<file path="config.mk">
export PLATFORM = sky130hd
export DESIGN_NAME = alu_req_scheduler
export DESIGN_NICKNAME = d
export VERILOG_FILES = /design/src/rtl/alu_pkg.sv /design/src/rtl/rr_arbiter.sv /design/src/rtl/alu_req_scheduler.sv
export SDC_FILE = /design/constraint.sdc
export NUM_CORES = 1
export LEC_CHECK = 0
export ABC_AREA = 0
export CORE_AREA = 2 2 167 169
export DETAILED_ROUTE_END_ITERATION = 8
export DIE_AREA = 0 0 169 171
export PLACE_DENSITY = 0.66
export SLEW_MARGIN = 25
export SYNTH_ARGS = -nofsm -noshare
export SYNTH_HDL_FRONTEND = slang
export SYNTH_SLANG_ARGS = --single-unit
</file>
<file path="constraint.sdc">
create_clock -name clk -period 12.3 [get_ports clk]
set_clock_uncertainty 0.1 [all_clocks]
set_input_delay 1.845 -clock clk [delete_from_list [all_inputs] [get_ports clk]]
set_output_delay 1.845 -clock clk [all_outputs]
set_load 0.03 [all_outputs]
</file>
<file path="src/rtl/alu_pkg.sv">
// Shared definitions for the ALU request scheduler: opCode map, FSM state
// encoding and the opCode legality check.
package alu_pkg;

  localparam logic [3:0] OpNoop        = 4'd0;
  localparam logic [3:0] OpReset       = 4'd1;
  localparam logic [3:0] OpOr          = 4'd3;
  localparam logic [3:0] OpAnd         = 4'd5;
  localparam logic [3:0] OpAdd         = 4'd6;
  localparam logic [3:0] OpSub         = 4'd8;
  localparam logic [3:0] OpEqual       = 4'd12;
  localparam logic [3:0] OpGreaterThan = 4'd13;
  localparam logic [3:0] OpLessThan    = 4'd14;
  localparam logic [3:0] OpError       = 4'd15;

  typedef enum logic [1:0] {
    StIdle = 2'd0,
    StExec = 2'd1,
    StResp = 2'd2
  } sched_state_e;

  // Codes with no ALU implementation are answered by the scheduler itself.
  function automatic logic op_is_legal(input logic [3:0] op);
    logic legal;
    legal = 1'b1;
    case (op)
      4'd2, 4'd4, 4'd7, 4'd9, 4'd10, 4'd11, 4'd15: legal = 1'b0;
      default:                                     legal = 1'b1;
    endcase
    return legal;
  endfunction

endpackage

</file>
<file path="src/rtl/rr_arbiter.sv">
// Combinational round-robin arbiter: grants the first requester at or after
// ptr (wrapping), returning a one-hot grant and the granted index.
module rr_arbiter #(
  parameter int unsigned NUM_REQ = 4,
  parameter int unsigned ID_W    = 2
) (
  input  logic [NUM_REQ-1:0] req,
  input  logic [ID_W-1:0]    ptr,
  input  logic               en,
  output logic [NUM_REQ-1:0] grant,
  output logic [ID_W-1:0]    idx
);

  // Scan from ptr upward; the first valid requester wins.
  always_comb begin
    logic          found;
    logic [ID_W-1:0] j;
    grant = '0;
    idx   = '0;
    found = 1'b0;
    j     = '0;
    for (int unsigned i = 0; i < NUM_REQ; i++) begin
      j = ID_W'((32'(ptr) + i) % NUM_REQ);
      if (en && !found && req[j]) begin
        found    = 1'b1;
        grant[j] = 1'b1;
        idx      = j;
      end
    end
  end

endmodule

</file>
<file path="src/rtl/alu_req_scheduler.sv">
// Shares one combinational ALU among NUM_REQ requesters. One operation is in
// flight at a time: grant -> hold ALU inputs ALU_LAT cycles -> present response.
// Optional feature macro ALU_ACC_EN adds an accumulator that can replace operand b.
module alu_req_scheduler
  import alu_pkg::*;
#(
  parameter int unsigned NUM_REQ = 4,
  parameter int unsigned ID_W    = 2,
  parameter int unsigned ALU_LAT = 1
) (
  input  logic                 clk,
  input  logic                 reset,
  input  logic [NUM_REQ-1:0]   req_valid,
  output logic [NUM_REQ-1:0]   req_ready,
  input  logic [32*NUM_REQ-1:0] req_a,
  input  logic [32*NUM_REQ-1:0] req_b,
  input  logic [4*NUM_REQ-1:0] req_op,
`ifdef ALU_ACC_EN
  input  logic [NUM_REQ-1:0]   req_use_acc,
`endif
  output logic [31:0]          alu_a,
  output logic [31:0]          alu_b,
  output logic [3:0]           alu_op,
  input  logic [31:0]          alu_result,
  input  logic                 alu_zero,
  input  logic                 alu_carry,
  input  logic                 alu_overflow,
  output logic                 rsp_valid,
  input  logic                 rsp_ready,
  output logic [ID_W-1:0]      rsp_id,
  output logic [31:0]          rsp_result,
  output logic                 rsp_zero,
  output logic                 rsp_carry,
  output logic                 rsp_overflow,
  output logic                 rsp_err
);

  sched_state_e      state_q;
  logic [ID_W-1:0]   ptr_q;
  logic [3:0]        cnt_q;
  logic [NUM_REQ-1:0] grant;
  logic [ID_W-1:0]   g_idx;
  logic [31:0]       g_sel;
  logic [31:0]       win_a;
  logic [31:0]       win_b;
  logic [3:0]        win_op;
  logic              win_legal;
  logic [ID_W-1:0]   ptr_next;

  // Arbitration only while idle and out of reset, so req_ready is zero otherwise.
  rr_arbiter #(
    .NUM_REQ(NUM_REQ),
    .ID_W   (ID_W)
  ) u_arb (
    .req  (req_valid),
    .ptr  (ptr_q),
    .en   (reset && (state_q == StIdle)),
    .grant(grant),
    .idx  (g_idx)
  );

  assign req_ready = grant;
  assign g_sel     = 32'(g_idx);
  assign win_a     = req_a[32*g_sel +: 32];
  assign win_op    = req_op[4*g_sel +: 4];
  assign win_legal = op_is_legal(win_op);
  assign ptr_next  = (g_idx == ID_W'(NUM_REQ - 1)) ? '0 : g_idx + ID_W'(1);

`ifdef ALU_ACC_EN
  logic [31:0] acc_q;

  assign win_b = req_use_acc[g_idx] ? acc_q : req_b[32*g_sel +: 32];

  // Accumulator follows every accepted non-error result; a RESET op clears it.
  always_ff @(posedge clk) begin
    if (!reset) begin
      acc_q <= '0;
    end else if (state_q == StResp && rsp_ready && !rsp_err) begin
      acc_q <= (alu_op == OpReset) ? '0 : rsp_result;
    end
  end
`else
  assign win_b = req_b[32*g_sel +: 32];
`endif

  // Scheduler FSM with its operand, counter and response registers.
  always_ff @(posedge clk) begin
    if (!reset) begin
      state_q      <= StIdle;
      ptr_q        <= '0;
      cnt_q        <= '0;
      alu_a        <= '0;
      alu_b        <= '0;
      alu_op       <= OpNoop;
      rsp_valid    <= 1'b0;
      rsp_id       <= '0;
      rsp_result   <= '0;
      rsp_zero     <= 1'b0;
      rsp_carry    <= 1'b0;
      rsp_overflow <= 1'b0;
      rsp_err      <= 1'b0;
    end else begin
      unique case (state_q)
        StIdle: begin
          if (|grant) begin
            ptr_q  <= ptr_next;
            rsp_id <= g_idx;
            if (win_legal) begin
              alu_a   <= win_a;
              alu_b   <= win_b;
              alu_op  <= win_op;
              cnt_q   <= 4'(ALU_LAT - 1);
              rsp_err <= 1'b0;
              state_q <= StExec;
            end else begin
              // Unimplemented op: ALU left idle, answer directly with an error.
              alu_op       <= OpNoop;
              rsp_err      <= 1'b1;
              rsp_result   <= '0;
              rsp_zero     <= 1'b0;
              rsp_carry    <= 1'b0;
              rsp_overflow <= 1'b0;
              rsp_valid    <= 1'b1;
              state_q      <= StResp;
            end
          end
        end
        StExec: begin
          if (cnt_q == 4'd0) begin
            rsp_result   <= alu_result;
            rsp_zero     <= alu_zero;
            rsp_carry    <= alu_carry;
            rsp_overflow <= alu_overflow;
            rsp_valid    <= 1'b1;
            state_q      <= StResp;
          end else begin
            cnt_q <= cnt_q - 4'd1;
          end
        end
        StResp: begin
          if (rsp_ready) begin
            rsp_valid <= 1'b0;
            state_q   <= StIdle;
          end
        end
        default: state_q <= StIdle;
      endcase
    end
  end

endmodule

</file>
==> metrics <==
Max-Cap Viols=0; Synth top area share=33.2%; Seq/Total Area, Yosys=33.2%; clock buffer depth=2; VDD IR max=0.100 mV; hold path cells=2; clk sinks=115; Skew-Pair Late Insertion Delay=420 ps; min Tclk post-route=roughly 7500 ps; grt total ovfl=0; PwrDens=about 200 nW/um2; CP cell instances=buf_2 -> buf_4 -> clkinv_1 -> nor3_4 -> nand2b_1 -> o31ai_1 -> clkdlybuf4s50_1; CTS tree=yes; worst-path maximum fanout=67; Fillers=2,793; Buffers on Ports=~420; Total GRT Usage=18.6%; status=completed; synthesized area per cell=7.11 um2; routed wire length=28,400 um; Place WS=4470 ps; Core Area=27,300 um2; synthesized instance count=976; initial drt markers=approximately 360; synth top area cells=dfxtp_1 (33%), nand2_1 (23%), mux2i_1 (9.8%), nand3_1 (5.4%), o21ai_0 (5.2%); Critical Path AT=5560 ps; Vias=8,140; via/cell ratio=4.74; fraction of layout cells with a size suffix above 1=4.82%; first-pass GRT wire length=41,900 um; WP buf/inv=4; GP Congestion=0.847; reg2reg path depth=13; RSZ-0062 raised after global routing=false; final design utilization=between 40% and 50%; Primary FF master, synth=dfxtp_1; fmax=0.133 GHz; clk root buf=clkbuf_16; Setup crit start kind=primary input; Die Span X=169 um; die height=171 um; number of distinct library cells after synthesis=54; # DRC=0; hold_buf cts=0; initial antenna violation count=3; PostCTS Resize Cnt=0; die area=28,900 um2; vias in the first global route=7,642; area leader, netlist=dfxtp_1; Relative slew margins=39.1%; area grow syn2layout=72.5%; worst hold path class=register to register; initial core utilization=25.4%; antenna viol nets, final=0; largest net degree at the start of global routing=90; Routed wire per std cell=16.5 um; Total Neg Setup Slack=0 ps; count of cell instances traversed by the critical path=7; worst slew pin tran=913 ps; syn_nets=between 1,000 and 1,500; EDFF count, synth=0; CP delay by family, top=buffers and inverters; Final setup viols=0; Synth async-reset ratio=0%; cell area after synthesis=about 7000 um2; synth warn=0; Std-Cell Rows=61; register clock-pin slew on the reported worst setup and hold paths=60 ps; critical path endpoint category=output pin; Critical Path Max Stage Delay=~770 ps; TritonCTS Buffers=17; fin crit share=61.0%; Yosys reg bits=115; HPWL after detailed placement=~21,000 um; Crit-path slowest cell=nor3_4; WS Path Type=primary input to output pin; Layout Nets=1,677; P_leak=5.17 nW; Final Hold Viols=0; IO Pins=~430; data required time at the worst endpoint=~10,000 ps; setup bufs post-CTS=0; Slew Limit Fails=0; fin worst setup slack=4790 ps; H-tree Lvls=4; drt first pass iters=5
-- cell usage in the layout, fill, tap and decap left out, drive strengths merged, types with 2 or more instances in the layout --
cell | netlist | final
o211ai | 8 | 8
a211oi | 3 | 3
and2 | 2 | 2
nor2 | 9 | 9
mux4 | 4 | 4
clkbuf | 60 | 18
buf | 14 | 11
ha | 8 | 8
a21oi | 9 | 9
clkdlybuf4s50 | 0 | 423
o21ai | 72 | 72
o31ai | 5 | 5
nand3 | 75 | 75
mux2 | 3 | 3
nand3b | 2 | 2
inv | 4 | 12
nand2 | 419 | 419
a22oi | 3 | 3
mux2i | 69 | 69
nor2b | 7 | 7
nor3 | 7 | 7
dfxtp | 115 | 115
clkinvlp | 0 | 5
clkinv | 1 | 2
a22o | 35 | 35
nand2b | 4 | 4
a221oi | 6 | 6
and3 | 3 | 3
diode | 0 | 2
a21boi | 6 | 6
o311ai | 7 | 7
-- per-stage QoR --
step	power (W)	hold slack [ps]	area, um2	cells
floorplan	0.00152	391	6940	976
global placement	0.00195	343	11400	1680
detailed placement	0.00198	351	11400	1682
CTS	0.00247	360	12000	1714
global route	0.00261	376	12000	1716
finish	0.00244	357	12000	1716
-- sequential cells by signal, indices dropped and copies added, names as in the netlist --
signal and flops:
alu_a 32, alu_b 32, alu_op 4, cnt_q 4, ptr_q 2, rsp_carry 1, rsp_err 1, rsp_id 2
rsp_overflow 1, rsp_result 32, rsp_valid 1, rsp_zero 1, state_q 2
-- area by class of cell --
type | count | area [um2] | area share (%)
well taps | 346 | 433 | 3.62
diodes | 2 | 5.00 | 0.0418
flip-flops and latches | 115 | 2300 | 19.2
inverters | 5 | 18.8 | 0.157
clock buffers | 18 | 439 | 3.67
multi-input cells | 782 | 4310 | 36.0
clock inverters | 14 | 119 | 0.993
repair buffers | 434 | 4350 | 36.3
-- kinds of logic after synthesis --
group           after synthesis  synth area share, %
simple gates                532                 31.3
compound gates              164                 16.6
flops                       115                 33.2
buf+inv                      79                 5.43
mux                          76                 11.8
fa+ha+maj                     8                 1.44
xor+xnor                      2                0.252
-- layer usage --
| metal | track usage [%] | vias up | routed length (um) | share of wire (%) |
|---|---|---|---|---|
| met3 | 5.81 | 31 | 2090 | 7.4 |
| li1 | - | 4087 | - | - |
| met5 | 0 | - | 13 | 0.046 |
| met2 | 33.7 | 293 | 14300 | 50 |
| met4 | 5.72 | 2 | 529 | 1.9 |
| met1 | 20.8 | 3727 | 11500 | 40 |
-- report_power, final --
part	total, W	switching, W	internal (W)
registers	0.000540	0.0000687	0.000471
logic	0.00143	0.000832	0.000596
clock network	0.000474	0.000205	0.000269
-- cells in the mapped netlist, drive strengths merged, types with 2 or more instances --
library cell and n:
nand3 75, a211oi 3, mux4 4, a22oi 3, buf 14, mux2i 69, nand3b 2, a221oi 6
inv 4, o211ai 8, nor2b 7, and3 3, a21oi 9, a22o 35, o21ai 72, ha 8
and2 2, o31ai 5, o311ai 7, nand2 419, clkbuf 60, nor2 9, nand2b 4, mux2 3
nor3 7, a21boi 6, dfxtp 115
-- tightest hold or removal path: cells and delay by family, from the launching register on --
kind / cells / cell delay, ps
and+or+nand+nor: 1 / 50
muxes: 1 / 50
DFF: 1 / 310
-- final timing paths --
check	startpoint	to	slack [ps]
hold reg to reg	alu_b[23]$_SDFFE_PN0P_	alu_b[23]$_SDFFE_PN0P_	360
setup / recovery	reset	req_ready[1]	4790
hold / removal	alu_b[23]$_SDFFE_PN0P_	alu_b[23]$_SDFFE_PN0P_	360
setup reg to reg	ptr_q[0]$_SDFFE_PN0P_	alu_b[5]$_SDFFE_PN0P_	6420
No activity file was read; power rests on OpenSTA's default activity.
